[config.mk]
export PLATFORM = sky130hd
export DESIGN_NAME = display_sequencer
export DESIGN_NICKNAME = d
export VERILOG_FILES = /design/src/rtl/display_sequencer.sv
export SDC_FILE = /design/constraint.sdc
export NUM_CORES = 1
export LEC_CHECK = 0
export BUFFER_PORTS_ARGS = -buffer_cell sky130_fd_sc_hd__buf_4
export CORE_MARGIN = 2
export CORE_UTILIZATION = 65
export CTS_CLUSTER_DIAMETER = 120
export DETAILED_ROUTE_END_ITERATION = 10
export PLACE_DENSITY = 0.86
export SYNTH_ARGS = -nofsm -noshare
export SYNTH_HDL_FRONTEND = slang
export SYNTH_SLANG_ARGS = --single-unit
[constraint.sdc]
create_clock -name clk -period 10.2 [get_ports clk]
set_clock_uncertainty 0.2 [all_clocks]
set_input_delay 1.53 -clock clk [delete_from_list [all_inputs] [get_ports clk]]
set_output_delay 1.53 -clock clk [all_outputs]
set_load 0.01 [all_outputs]
[src/rtl/display_sequencer.sv]
`default_nettype none
// ============================================================================
// Module   : display_sequencer
// Brief    : SCLK/GCLK generation, angular slot tracking and FC/GS shift-latch
//            sequencing for NB_ROW_GROUPS multiplexed LED driver groups.
//            Define SEQ_OVERRUN_CNT_EN to add the saturating overrun_cnt port.
// Revision : 1.0 - initial release
// ============================================================================
module display_sequencer #(
    parameter int SCLK_FACTOR       = 4,
    parameter int GCLK_FACTOR       = 2,
    parameter int CNT_W             = 24,
    parameter int NB_ANGLES         = 128,
    parameter int NB_LEDS_PER_GROUP = 16,
    parameter int NB_ROW_GROUPS     = 4,
    parameter int BIT_DEPTH         = 16,
    parameter int FC_BITS           = 48
) (
    input  logic                                              clk,
    input  logic                                              rst,
    input  logic                                              turn_tick,
    input  logic                                              write_fc,
    input  logic                                              hps_override,
    input  logic                                              hps_SCLK,
    input  logic                                              hps_LAT,
    output logic                                              SCLK,
    output logic                                              GCLK,
    output logic                                              LAT,
    output logic [NB_ROW_GROUPS-1:0]                          row_en,
    output logic [$clog2(NB_LEDS_PER_GROUP)-1:0]              led,
    output logic [1:0]                                        color,
    output logic [$clog2(BIT_DEPTH)-1:0]                      bit_sel,
    output logic [$clog2(NB_LEDS_PER_GROUP*NB_ROW_GROUPS)-1:0] led_row,
    output logic [$clog2(NB_ANGLES)-1:0]                      angle,
    output logic                                              busy,
    output logic                                              overrun
`ifdef SEQ_OVERRUN_CNT_EN
    ,
    output logic [15:0]                                       overrun_cnt
`endif
);

    localparam int c_SC_W   = $clog2(SCLK_FACTOR);
    localparam int c_GC_W   = $clog2(GCLK_FACTOR);
    localparam int c_LED_W  = $clog2(NB_LEDS_PER_GROUP);
    localparam int c_GRP_W  = (NB_ROW_GROUPS > 1) ? $clog2(NB_ROW_GROUPS) : 1;
    localparam int c_BIT_W  = $clog2(BIT_DEPTH);
    localparam int c_LROW_W = $clog2(NB_LEDS_PER_GROUP*NB_ROW_GROUPS);
    localparam int c_ANG_W  = $clog2(NB_ANGLES);
    localparam int c_SEQ_W  = $clog2((FC_BITS > 5) ? FC_BITS : 5);

    localparam logic [2:0] c_ST_IDLE     = 3'd0;
    localparam logic [2:0] c_ST_FC_SHIFT = 3'd1;
    localparam logic [2:0] c_ST_FC_LAT   = 3'd2;
    localparam logic [2:0] c_ST_GS_SHIFT = 3'd3;
    localparam logic [2:0] c_ST_GS_WRT   = 3'd4;
    localparam logic [2:0] c_ST_GS_LATG  = 3'd5;

    // ---------------- clock dividers ----------------
    logic [c_SC_W-1:0] r_sclk_cnt, w_sclk_cnt_nxt;
    logic [c_GC_W-1:0] r_gclk_cnt, w_gclk_cnt_nxt;
    logic              r_sclk_gen, r_gclk_gen, w_sclk_gen_nxt, w_sclk_fall;

    assign w_sclk_cnt_nxt = (r_sclk_cnt == c_SC_W'(SCLK_FACTOR-1)) ? '0 : r_sclk_cnt + 1'b1;
    assign w_gclk_cnt_nxt = (r_gclk_cnt == c_GC_W'(GCLK_FACTOR-1)) ? '0 : r_gclk_cnt + 1'b1;
    assign w_sclk_gen_nxt = (w_sclk_cnt_nxt < c_SC_W'(SCLK_FACTOR/2));
    assign w_sclk_fall    = r_sclk_gen && !w_sclk_gen_nxt;

    always_ff @(posedge clk or posedge rst) begin
        if (rst) begin
            r_sclk_cnt <= '0;
            r_gclk_cnt <= '0;
            r_sclk_gen <= 1'b0;
            r_gclk_gen <= 1'b0;
        end else begin
            r_sclk_cnt <= w_sclk_cnt_nxt;
            r_gclk_cnt <= w_gclk_cnt_nxt;
            r_sclk_gen <= w_sclk_gen_nxt;
            r_gclk_gen <= (w_gclk_cnt_nxt < c_GC_W'(GCLK_FACTOR/2));
        end
    end

    // ---------------- angular slot tracking ----------------
    // The tick cycle itself belongs to the turn it closes, hence the
    // saturating increment is what gets divided into slot_len.
    logic [CNT_W-1:0]   r_period, r_slot_len, r_slot_cnt, w_period_inc;
    logic [c_ANG_W-1:0] r_angle, w_angle_nxt;
    logic               w_slot_end, w_angle_chg;

    assign w_period_inc = (&r_period) ? r_period : r_period + 1'b1;
    assign w_slot_end   = (r_slot_len != '0) && (r_slot_cnt == r_slot_len - 1'b1);
    assign w_angle_chg  = (w_angle_nxt != r_angle);

    always_comb begin
        w_angle_nxt = r_angle;
        if (turn_tick)
            w_angle_nxt = '0;
        else if (w_slot_end && (r_angle != c_ANG_W'(NB_ANGLES-1)))
            w_angle_nxt = r_angle + 1'b1;
    end

    always_ff @(posedge clk or posedge rst) begin
        if (rst) begin
            r_period   <= '0;
            r_slot_len <= '0;
            r_slot_cnt <= '0;
            r_angle    <= '0;
        end else begin
            r_angle <= w_angle_nxt;
            if (turn_tick) begin
                r_period   <= '0;
                r_slot_len <= w_period_inc >> c_ANG_W;
                r_slot_cnt <= '0;
            end else begin
                r_period <= w_period_inc;
                if (r_slot_len != '0)
                    r_slot_cnt <= w_slot_end ? '0 : r_slot_cnt + 1'b1;
            end
        end
    end

    // ---------------- sequencer FSM ----------------
    logic [2:0]           r_state, w_state_nxt;
    logic [c_SEQ_W-1:0]   r_seq, w_seq_nxt;
    logic [c_GRP_W-1:0]   r_group, w_group_nxt;
    logic [c_LED_W-1:0]   r_led, w_led_nxt;
    logic [1:0]           r_color, w_color_nxt;
    logic [c_BIT_W-1:0]   r_bit, w_bit_nxt;
    logic                 r_fc_pend, r_angle_pend, r_overrun;
    logic                 r_sclk_out, r_lat_out;
    logic                 w_idle_slot, w_accept_fc, w_accept_gs, w_gs_active, w_overrun_evt;

    assign w_idle_slot   = w_sclk_fall && !hps_override && (r_state == c_ST_IDLE);
    assign w_accept_fc   = w_idle_slot && r_fc_pend;
    assign w_accept_gs   = w_idle_slot && !r_fc_pend && r_angle_pend;
    assign w_gs_active   = (r_state == c_ST_GS_SHIFT) || (r_state == c_ST_GS_WRT) ||
                           (r_state == c_ST_GS_LATG);
    assign w_overrun_evt = !hps_override && w_angle_chg && (r_angle_pend || w_gs_active);

    always_comb begin
        w_state_nxt = r_state;
        w_seq_nxt   = r_seq;
        w_group_nxt = r_group;
        w_led_nxt   = r_led;
        w_color_nxt = r_color;
        w_bit_nxt   = r_bit;
        if (hps_override) begin
            w_state_nxt = c_ST_IDLE;
            w_seq_nxt   = '0;
            w_group_nxt = '0;
            w_led_nxt   = '0;
            w_color_nxt = '0;
            w_bit_nxt   = '0;
        end else if (w_sclk_fall) begin
            case (r_state)
                c_ST_IDLE: begin
                    if (r_fc_pend) begin
                        w_state_nxt = c_ST_FC_SHIFT;
                        w_seq_nxt   = '0;
                    end else if (r_angle_pend) begin
                        w_state_nxt = c_ST_GS_SHIFT;
                        w_group_nxt = '0;
                        w_led_nxt   = '0;
                        w_color_nxt = '0;
                        w_bit_nxt   = c_BIT_W'(BIT_DEPTH-1);
                    end
                end
                c_ST_FC_SHIFT: begin
                    if (r_seq == c_SEQ_W'(FC_BITS-1)) begin
                        w_state_nxt = c_ST_FC_LAT;
                        w_seq_nxt   = '0;
                    end else begin
                        w_seq_nxt = r_seq + 1'b1;
                    end
                end
                c_ST_FC_LAT: begin
                    if (r_seq == c_SEQ_W'(4)) begin
                        w_state_nxt = c_ST_IDLE;
                        w_seq_nxt   = '0;
                    end else begin
                        w_seq_nxt = r_seq + 1'b1;
                    end
                end
                c_ST_GS_SHIFT: begin
                    // bit is the fastest index, colour next, then the LED
                    if (r_bit != '0) begin
                        w_bit_nxt = r_bit - 1'b1;
                    end else begin
                        w_bit_nxt = c_BIT_W'(BIT_DEPTH-1);
                        if (r_color != 2'd2) begin
                            w_color_nxt = r_color + 2'd1;
                        end else begin
                            w_color_nxt = '0;
                            w_seq_nxt   = '0;
                            w_state_nxt = (r_led == c_LED_W'(NB_LEDS_PER_GROUP-1)) ?
                                          c_ST_GS_LATG : c_ST_GS_WRT;
                        end
                    end
                end
                c_ST_GS_WRT: begin
                    w_state_nxt = c_ST_GS_SHIFT;
                    w_led_nxt   = r_led + 1'b1;
                end
                c_ST_GS_LATG: begin
                    if (r_seq == c_SEQ_W'(2)) begin
                        w_seq_nxt = '0;
                        w_led_nxt = '0;
                        if (r_group == c_GRP_W'(NB_ROW_GROUPS-1)) begin
                            w_state_nxt = c_ST_IDLE;
                            w_group_nxt = '0;
                        end else begin
                            w_state_nxt = c_ST_GS_SHIFT;
                            w_group_nxt = r_group + 1'b1;
                        end
                    end else begin
                        w_seq_nxt = r_seq + 1'b1;
                    end
                end
                default: w_state_nxt = c_ST_IDLE;
            endcase
        end
    end

    always_ff @(posedge clk or posedge rst) begin
        if (rst) begin
            r_state      <= c_ST_IDLE;
            r_seq        <= '0;
            r_group      <= '0;
            r_led        <= '0;
            r_color      <= '0;
            r_bit        <= '0;
            r_fc_pend    <= 1'b0;
            r_angle_pend <= 1'b0;
            r_overrun    <= 1'b0;
            r_sclk_out   <= 1'b0;
            r_lat_out    <= 1'b0;
        end else begin
            r_state    <= w_state_nxt;
            r_seq      <= w_seq_nxt;
            r_group    <= w_group_nxt;
            r_led      <= w_led_nxt;
            r_color    <= w_color_nxt;
            r_bit      <= w_bit_nxt;
            // registered so the gated shift clock cannot glitch on state entry
            r_sclk_out <= w_sclk_gen_nxt &&
                          ((w_state_nxt == c_ST_FC_SHIFT) || (w_state_nxt == c_ST_GS_SHIFT));
            r_lat_out  <= (w_state_nxt == c_ST_FC_LAT) || (w_state_nxt == c_ST_GS_WRT) ||
                          (w_state_nxt == c_ST_GS_LATG);
            if (hps_override) begin
                r_fc_pend    <= 1'b0;
                r_angle_pend <= 1'b0;
            end else begin
                r_fc_pend    <= write_fc || (r_fc_pend && !w_accept_fc);
                r_angle_pend <= w_angle_chg || (r_angle_pend && !w_accept_gs);
            end
            if (w_overrun_evt)
                r_overrun <= 1'b1;
        end
    end

`ifdef SEQ_OVERRUN_CNT_EN
    logic [15:0] r_ovr_cnt;

    always_ff @(posedge clk or posedge rst) begin
        if (rst)
            r_ovr_cnt <= '0;
        else if (w_overrun_evt && (r_ovr_cnt != 16'hFFFF))
            r_ovr_cnt <= r_ovr_cnt + 16'd1;
    end

    assign overrun_cnt = r_ovr_cnt;
`endif

    // ---------------- outputs ----------------
    assign SCLK    = hps_override ? hps_SCLK : r_sclk_out;
    assign LAT     = hps_override ? hps_LAT  : r_lat_out;
    assign GCLK    = r_gclk_gen;
    assign row_en  = NB_ROW_GROUPS'(1) << r_group;
    assign led     = r_led;
    assign color   = r_color;
    assign bit_sel = r_bit;
    assign led_row = c_LROW_W'(r_led) * c_LROW_W'(NB_ROW_GROUPS) + c_LROW_W'(r_group);
    assign angle   = r_angle;
    assign busy    = (r_state != c_ST_IDLE);
    assign overrun = r_overrun;

endmodule

`default_nettype wire
Word level (Yosys, flattened, before mapping). Index checks and enable logic that the tools add are counted.

Register bits: 103. Input bits: 7. Output and inout bits: 32. Word-level logic and storage cells: 162.

$add $sub $neg: 12. Order comparisons: 2. Equality and inequality tests: 27. Shift operators: 1. Multiplexer cells: 58. Reduce and logical (&&, ||, !) cells: 42.

Operators with widths (number): $mux W24 (5); $add A24 B1 Y24 const B (2); $mux W6 (8); $mux W4 (10); $pmux W6 S5 (1); $mux W3 (9); $eq A24 B24 Y1 (1); $mux W2 (12); $reduce_and A24 Y1 (1); $reduce_bool A24 Y1 (1); $reduce_and A5 Y1 (4); $pmux W3 S6 (1); $sub A17 B1 Y18 const B (1); $ne A3 B3 Y1 const B (5); $mux W7 (2); $logic_and A1 B1 Y1 (13); $eq A3 B2 Y1 const B (4); $eq A3 B3 Y1 const B (4); $pmux W4 S3 (1); $reduce_bool A3 Y1 (3); $logic_or A1 B1 Y1 (8); $pmux W2 S2 (2); $pmux W4 S2 (1); $reduce_bool A4 Y1 (2); other kinds (26) (41).

Longest topological paths before layout. Gate-level depths: netlist (run 1).

Depth after elaboration: 13. Mapped depth: 11. Depth with buffers taken out: 9.

Least setup slack after synthesis (run 1). OpenSTA, ideal clock, no wires.

Kind: input port to output port. Start point: input port hps_override. End point: output port LAT. Data arrival time: 2.480 ns. Required time: 8.470 ns. Path slack: 5.990 ns. Stages on the path: 3. Cells stage by stage: clkbuf_1 buf_1 mux2_2.

Longest elaborated chain between the ends: 1.

RTL lines: from (decl) (line 23) `input logic hps_override,`; $mux W1 (line 276) `assign LAT = hps_override ? hps_LAT : r_lat_out;`; to (decl) (line 28) `output logic LAT,`.

Every way passes these cells.

Final worst setup path (run 1).
Start point: input port hps_override. End point: output port SCLK.

Longest elaborated chain between the ends: 1.

RTL lines: $mux W1 (line 275) `assign SCLK = hps_override ? hps_SCLK : r_sclk_out;`; to (decl) (line 26) `output logic SCLK,`.

Every way passes these cells.

==> results.py, run 1 <==
metrics = {
    "drt": {
        "route.detailed.drc": 0,
        "viasPerCell": 6.17,
        "dr_wl_met3_um": 511,
        "wl_per_cell_um": 15.9,
        "ant_nets": 0,
        "wl_met2_um": 6120,
        "wl_um": 12600,
        "dr.max_layer_used": "met4",
        "dr_total_vias": 4895,
        "initialDrtViolationCount": 226,
        "wl_met1_um": 5740,
        "drt_first_pass_iters": 5,
    },
    "synth": {
        "synth.largest_area_cell": "dfrtp_1",
        "ys.flop_type": "dfrtp_1",
        "ys_ff_latch": 103,
        "muxShareOfSynthArea_pct": 1.81,
        "synth_cells": 661,
        "synth.distinct_cells": 75,
        "netlist_top_cells_area": "dfrtp_1 (43%), nor2_1 (6.5%), xor2_1 (5.3%), nand2_1 (3.1%), ha_1 (2.9%)",
        "synth_commonest_cells": "dfrtp_1 (103), nor2_1 (103), nand2_1 (49), xor2_1 (36), a21oi_1 (34)",
        "netlist_area_um2": 5960,
        "synthSimpleGateAreaFrac_pct": 26.6,
        "synth_xor_area_share_pct": 8.35,
        "synth-compound-area-share_pct": 12.5,
        "synth_enable_flop_cells": 0,
        "synth_nets": 682,
        "ys_warn_count": 0,
        "synthArstFlopShare_pct": 100,
        "synthAdderAreaFrac_pct": 2.94,
        "syn_area_per_cell_um2": 9.02,
        "synth_top_family_by_area": "simple AND/OR/NAND/NOR gates",
        "synth_seq_area_share_pct": 43.2,
        "synth_top_cell_area_share_pct": 43.2,
    },
    "place": {
        "placed_area_um2": 6240,
        "gp_congestion": 0.884,
        "dp.final_hpwl_um": 8940,
        "port_buffers": 38,
    },
    "timing": {
        "finalCriticalPeriod_ns": 3.97,
        "hold_violations": 0,
        "setup_tns_ns": 0,
        "final_max_slew_viol_count": 0,
        "tightest_slew_ns": 1.10,
        "slew_headroom_pct": 26.1,
        "setup_violations": 0,
        "fmax_mhz": 252,
        "finalCritPeriodShare_pct": 38.9,
        "whs_ns": 0.200,
        "rsz0062_at_grt": "false",
    },
    "global_route": {
        "grt_pass1_vias": 4684,
        "grt_usage_pct": 26.7,
        "antenna_found_initial": 0,
        "grt_overflow_total": 0,
        "grt_max_degree": 70,
        "grt_pass1_wl_um": 21700,
    },
    "clock_tree": {
        "cts_buffers": 9,
        "clkTransAtPathRegs_ns": 0.11,
        "clockRootBuffer": "clkbuf_8",
        "clk_path_buf_depth": 2,
        "postCtsResizedCells": 0,
        "clkSinkCount": 103,
        "cts_tree": "done",
        "clkLatencyLatePin_ns": 0.38,
        "cts_hold_buf": 0,
        "cts_setup_buffers": 0,
        "cts_max_level": 3,
    },
    "die": {
        "fp-row-count": 34,
        "die_w_um": 99.8,
        "ios": 39,
        "design.core.area_um2": 8810,
        "initial_utilization_pct": 67.7,
        "die-area_um2": 9950,
        "die_y_um": 99.8,
    },
    "pwr": {
        "powerDensity_nw_per_um2": 118,
        "power_uw": 760,
        "leakagePower_uw": 0.00282,
        "ir_drop_mv": 0.0921,
    },
    "cells_and_area": {
        "nNetsFinal": 701,
        "fin_area_um2": 6440,
        "syn_to_final_growth_pct": 8.00,
        "antenna_cells": 0,
        "drive_gt1_share_pct": 12.1,
    },
    "min_path": {
        "hp-class": "reg -> reg",
    },
    "worst_setup_path": {
        "arrival_ns": 2.24,
        "crit_top_cell": "buf_4",
        "cp_slowest_cell": "mux2_2",
        "cp_cell_sequence": "buf_4 > mux2_2 > buf_4",
        "crit_type": "in -> out",
        "crit_path_start_kind": "input port",
        "required_ns": 8.47,
        "cp-end-kind": "output pin",
        "crit_fanout": 20,
        "worst_path_largest_cell_delay_ns": 0.36,
    },
    "flow_run": {
        "cap_violations": 0,
    },
    "run_status": {
        "status": "finished, final reports clean",
    },
}
-- kinds of logic after synthesis --
family	after synthesis
xor+xnor	56
compound gates	112
flops	103
buf+inv	62
mux	10
simple gates	304
fa+ha+maj	14
-- report_power, final --
part	internal (uW)	switching [uW]	total [uW]
clock network	102	155	257
logic	27.5	43.5	71.0
registers	416	15.1	432
-- critical path: cells and delay by family --
family / cells / cell delay, ns
buf+inv: 2 / 0.35
mux: 1 / 0.36
-- cells in the final DEF, fill, tap and decap left out, types with 4 or more instances in the layout --
master,synthesis,routed
dfrtp_1,103,103
nor2_1,103,103
nand2_1,49,49
buf_4,4,40
xor2_1,36,36
a21oi_1,34,34
nand3_1,30,30
inv_1,29,28
o21ai_0,27,27
xnor2_1,19,19
nand4_1,17,17
nor3_1,16,16
and3_1,16,16
ha_1,14,14
clkbuf_8,0,10
nand2b_1,9,9
or3_1,9,9
nor4_1,8,8
nor2b_1,6,6
nand3b_1,6,6
and2_1,6,6
a31oi_1,5,5
and4_1,5,5
mux2_2,4,4
mux2i_1,4,4
nor3b_1,4,4
a311oi_1,4,4
-- worst paths after layout --
check                                   startpoint                        end  slack (ns)  cells after the start
min reg2reg                   r_gclk_cnt$_DFF_PP0_             GCLK$_DFF_PP0_        0.20                      0
max in group asynchronous                      rst        overrun$_DFFE_PP0P_        7.69                      3
max                                   hps_override                       SCLK        6.23                      3
min                           r_gclk_cnt$_DFF_PP0_             GCLK$_DFF_PP0_        0.20                      0
min in group asynchronous                      rst       color[1]$_DFFE_PP0P_        1.08                      2
max reg2reg                r_period[0]$_DFFE_PP0P_  r_slot_len[6]$_DFFE_PP0P_        6.74                      8
-- cell type report --
class | count | area, um2
sequential | 103 | 2580
timing repair buffer | 40 | 300
inverter | 30 | 115
multi-input combinational | 496 | 3110
tap | 108 | 135
clock buffer | 10 | 138
clock inverter | 6 | 62.6
fill | 665 | 2370
-- metal layers --
| metal | track usage [%] | up-vias |
|---|---|---|
| li1 | - | 2359 |
| met1 | 37.1 | 2372 |
| met2 | 42.7 | 135 |
| met3 | 4.29 | 29 |
| met4 | 9.69 | 0 |
| met5 | 0 | - |
-- stage by stage --
step,cells,utilization [%],setup WS (ns)
after detailed placement,777,70.8,6.23
after global routing,793,73.1,6.19
after global placement,777,70.8,6.24
after CTS,793,73.1,6.23
final,793,73.1,6.23
after floorplan,661,-,5.77
-- sequential cells by signal, summed over array words and instances, names as in the netlist --
signal / flops
GCLK: 1
angle: 7
bit_sel: 4
color: 2
led: 4
overrun: 1
r_angle_pend: 1
r_fc_pend: 1
r_gclk_cnt: 1
r_group: 2
r_lat_out: 1
r_period: 24
r_sclk_cnt: 2
r_sclk_gen: 1
r_sclk_out: 1
r_seq: 6
r_slot_cnt: 24
r_slot_len: 17
r_state: 3
Power figures use the tool's default switching activity.
==> run 2: changes to the inputs <==
- CORE_UTILIZATION: 65 -> 55
- PLACE_DENSITY: 0.86 -> 0.77
- clock period: 10.2 -> 3.35 ns (I/O delays scaled with it)
==> run 2 against run 1 <==
Clock power grew to 2.8 times the previous value. Combinational power grew to 3.1 times the previous value. Register-to-register slack worse by 6.6 ns. Clock-buffer cell count stayed put. Global-route usage is 3.3 points lower. First-iteration DRC count is 68% higher. Critical path depth is 6 higher. Sequential power grew to 3.0 times the previous value. Final area is 1.2% higher. Critical endpoint is now angle[4]$_DFF_PP0_. Largest cell class unchanged.
==> results.py, run 2 (same netlist as run 1, synthesis figures left out) <==
metrics = {
    "timing": {
        "slew_headroom_pct": 18.8,
        "finalCriticalPeriod_ns": 3.20,
        "tightest_slew_ns": 1.21,
        "finalCritPeriodShare_pct": 95.4,
        "setup_violations": 0,
        "fmax_mhz": 313,
        "setup_tns_ns": 0,
        "rsz0062_at_grt": "false",
        "hold_violations": 0,
        "final_max_slew_viol_count": 0,
    },
    "clock_tree": {
        "postCtsResizedCells": 0,
        "cts_setup_buffers": 0,
        "clockRootBuffer": "clkbuf_8",
        "cts_hold_buf": 0,
        "cts_buffers": 9,
        "clkSinkCount": 103,
        "cts_max_level": 3,
        "clkTransAtPathRegs_ns": 0.09,
        "cts_tree": "done",
        "clkLatencyLatePin_ns": 0.39,
        "clk_path_buf_depth": 2,
    },
    "drt": {
        "wl_met1_um": 6010,
        "ant_nets": 0,
        "wl_met2_um": 6040,
        "dr.max_layer_used": "met4",
        "drt_first_pass_iters": 5,
        "wl_per_cell_um": 15.5,
        "wl_um": 12900,
        "viasPerCell": 5.87,
        "route.detailed.drc": 0,
        "dr_wl_met3_um": 550,
        "dr_total_vias": 4873,
        "initialDrtViolationCount": 379,
    },
    "cells_and_area": {
        "drive_gt1_share_pct": 12.8,
        "nFillCells": 902,
        "final_core_util_pct": 60.9,
        "reg_top3": "r_period x24, r_slot_cnt x24, r_slot_len x17",
        "instances_no_fill": 830,
        "syn_to_final_growth_pct": 9.30,
        "seqCellArea_um2": 2580,
        "final_cell_mix": "dfrtp_1 (103), nor2_1 (103), nand2_1 (49)",
        "multi_input_area_um2": 3120,
        "fin_area_um2": 6520,
        "antenna_cells": 0,
        "nNetsFinal": 706,
    },
    "run_status": {
        "status": "finished, final reports clean",
    },
    "worst_setup_path": {
        "cp_slowest_cell": "or4_4",
        "rr_worst_depth": 9,
        "reg2reg_from": "r_slot_len[0]$_DFFE_PP0P_",
        "arrival_ns": 3.28,
        "worst_path_largest_cell_delay_ns": 0.60,
        "crit_fanout": 11,
        "endpoint": "angle[4]$_DFF_PP0_",
        "cp-end-kind": "register",
        "cp_cell_sequence": "inv_1 > ha_1 > nor2b_2 > a21oi_1 > o41ai_2 > o211ai_1 > or4_4 > nor4b_2 > mux2_1",
        "timing.rr.end": "angle[4]$_DFF_PP0_",
        "critPathLaunch": "r_slot_len[0]$_DFFE_PP0P_",
        "required_ns": 3.43,
        "crit_type": "reg -> reg",
        "crit_path_start_kind": "register",
        "r2r_setup_slack_ns": 0.15,
    },
    "place": {
        "dp.final_hpwl_um": 9310,
        "port_buffers": 38,
        "placed_area_um2": 6330,
        "place_inst": 814,
        "gp_congestion": 0.912,
    },
    "die": {
        "ios": 39,
        "design.core.area_um2": 10700,
        "initial_utilization_pct": 55.7,
        "die_y_um": 108,
        "die_w_um": 108,
        "die-area_um2": 11700,
        "fp-row-count": 38,
    },
    "global_route": {
        "grt_pass1_vias": 4653,
        "grt_overflow_total": 0,
        "antenna_found_initial": 0,
        "grt_max_degree": 70,
        "grt_pass1_wl_um": 21800,
        "grt_usage_pct": 23.4,
    },
    "pwr": {
        "powerDensity_nw_per_um2": 346,
        "ir_drop_mv": 0.229,
        "power_uw": 2250,
        "leakagePower_uw": 0.00282,
    },
    "flow_run": {
        "cap_violations": 0,
    },
    "min_path": {
        "hp-class": "in -> async",
    },
}
-- run 2: worst min-delay path by stage --
stage,start,endpoint,slack [ns]
6_report,rst,r_slot_cnt[20]$_DFFE_PP0P_,0.03
5_1_grt,rst,r_slot_cnt[20]$_DFFE_PP0P_,0.06
4_1_cts,rst,r_slot_cnt[20]$_DFFE_PP0P_,0.03
3_5_place_dp,r_gclk_cnt$_DFF_PP0_,GCLK$_DFF_PP0_,0.18
3_3_place_gp,r_gclk_cnt$_DFF_PP0_,GCLK$_DFF_PP0_,0.17
2_1_floorplan,r_gclk_cnt$_DFF_PP0_,GCLK$_DFF_PP0_,0.15
-- run 2: stage by stage --
stage	setup WS [ns]	hold slack, ns
after floorplan	0.369	0.154
after global placement	0.306	0.165
after detailed placement	0.151	0.184
after CTS	0.134	0.0320
after global routing	0.0108	0.0636
final	0.153	0.0276
-- run 2: layer usage --
metal,track usage (%),vias up
met3,3.98,22
met4,9.62,0
met2,36.8,122
met1,32.1,2363
li1,-,2366
met5,0,-
-- run 2: report_power, final --
group / internal (uW) / total (uW) / switching [uW]
Clock: 272 / 714 / 442
Combinational: 88.4 / 223 / 135
Sequential: 1270 / 1310 / 47.2
-- run 2: final cells by class --
class,count,share of cell area (%)
clock buffers,10,1.96
clock inverters,6,0.730
inverters,30,1.79
multi-input cells,496,47.9
flip-flops and latches,103,39.6
well taps,140,2.69
repair buffers,45,5.38
-- run 2: critical path, delay by kind of cell, from the launching register on --
family / cells / cell delay (ns)
AO/OA/AOI/OAI: 3 / 0.56
adder cells (fa/ha/maj): 1 / 0.27
buffers and inverters: 1 / 0.11
flip-flops: 1 / 0.45
multiplexers: 1 / 0.35
AND/OR/NAND/NOR: 3 / 1.15
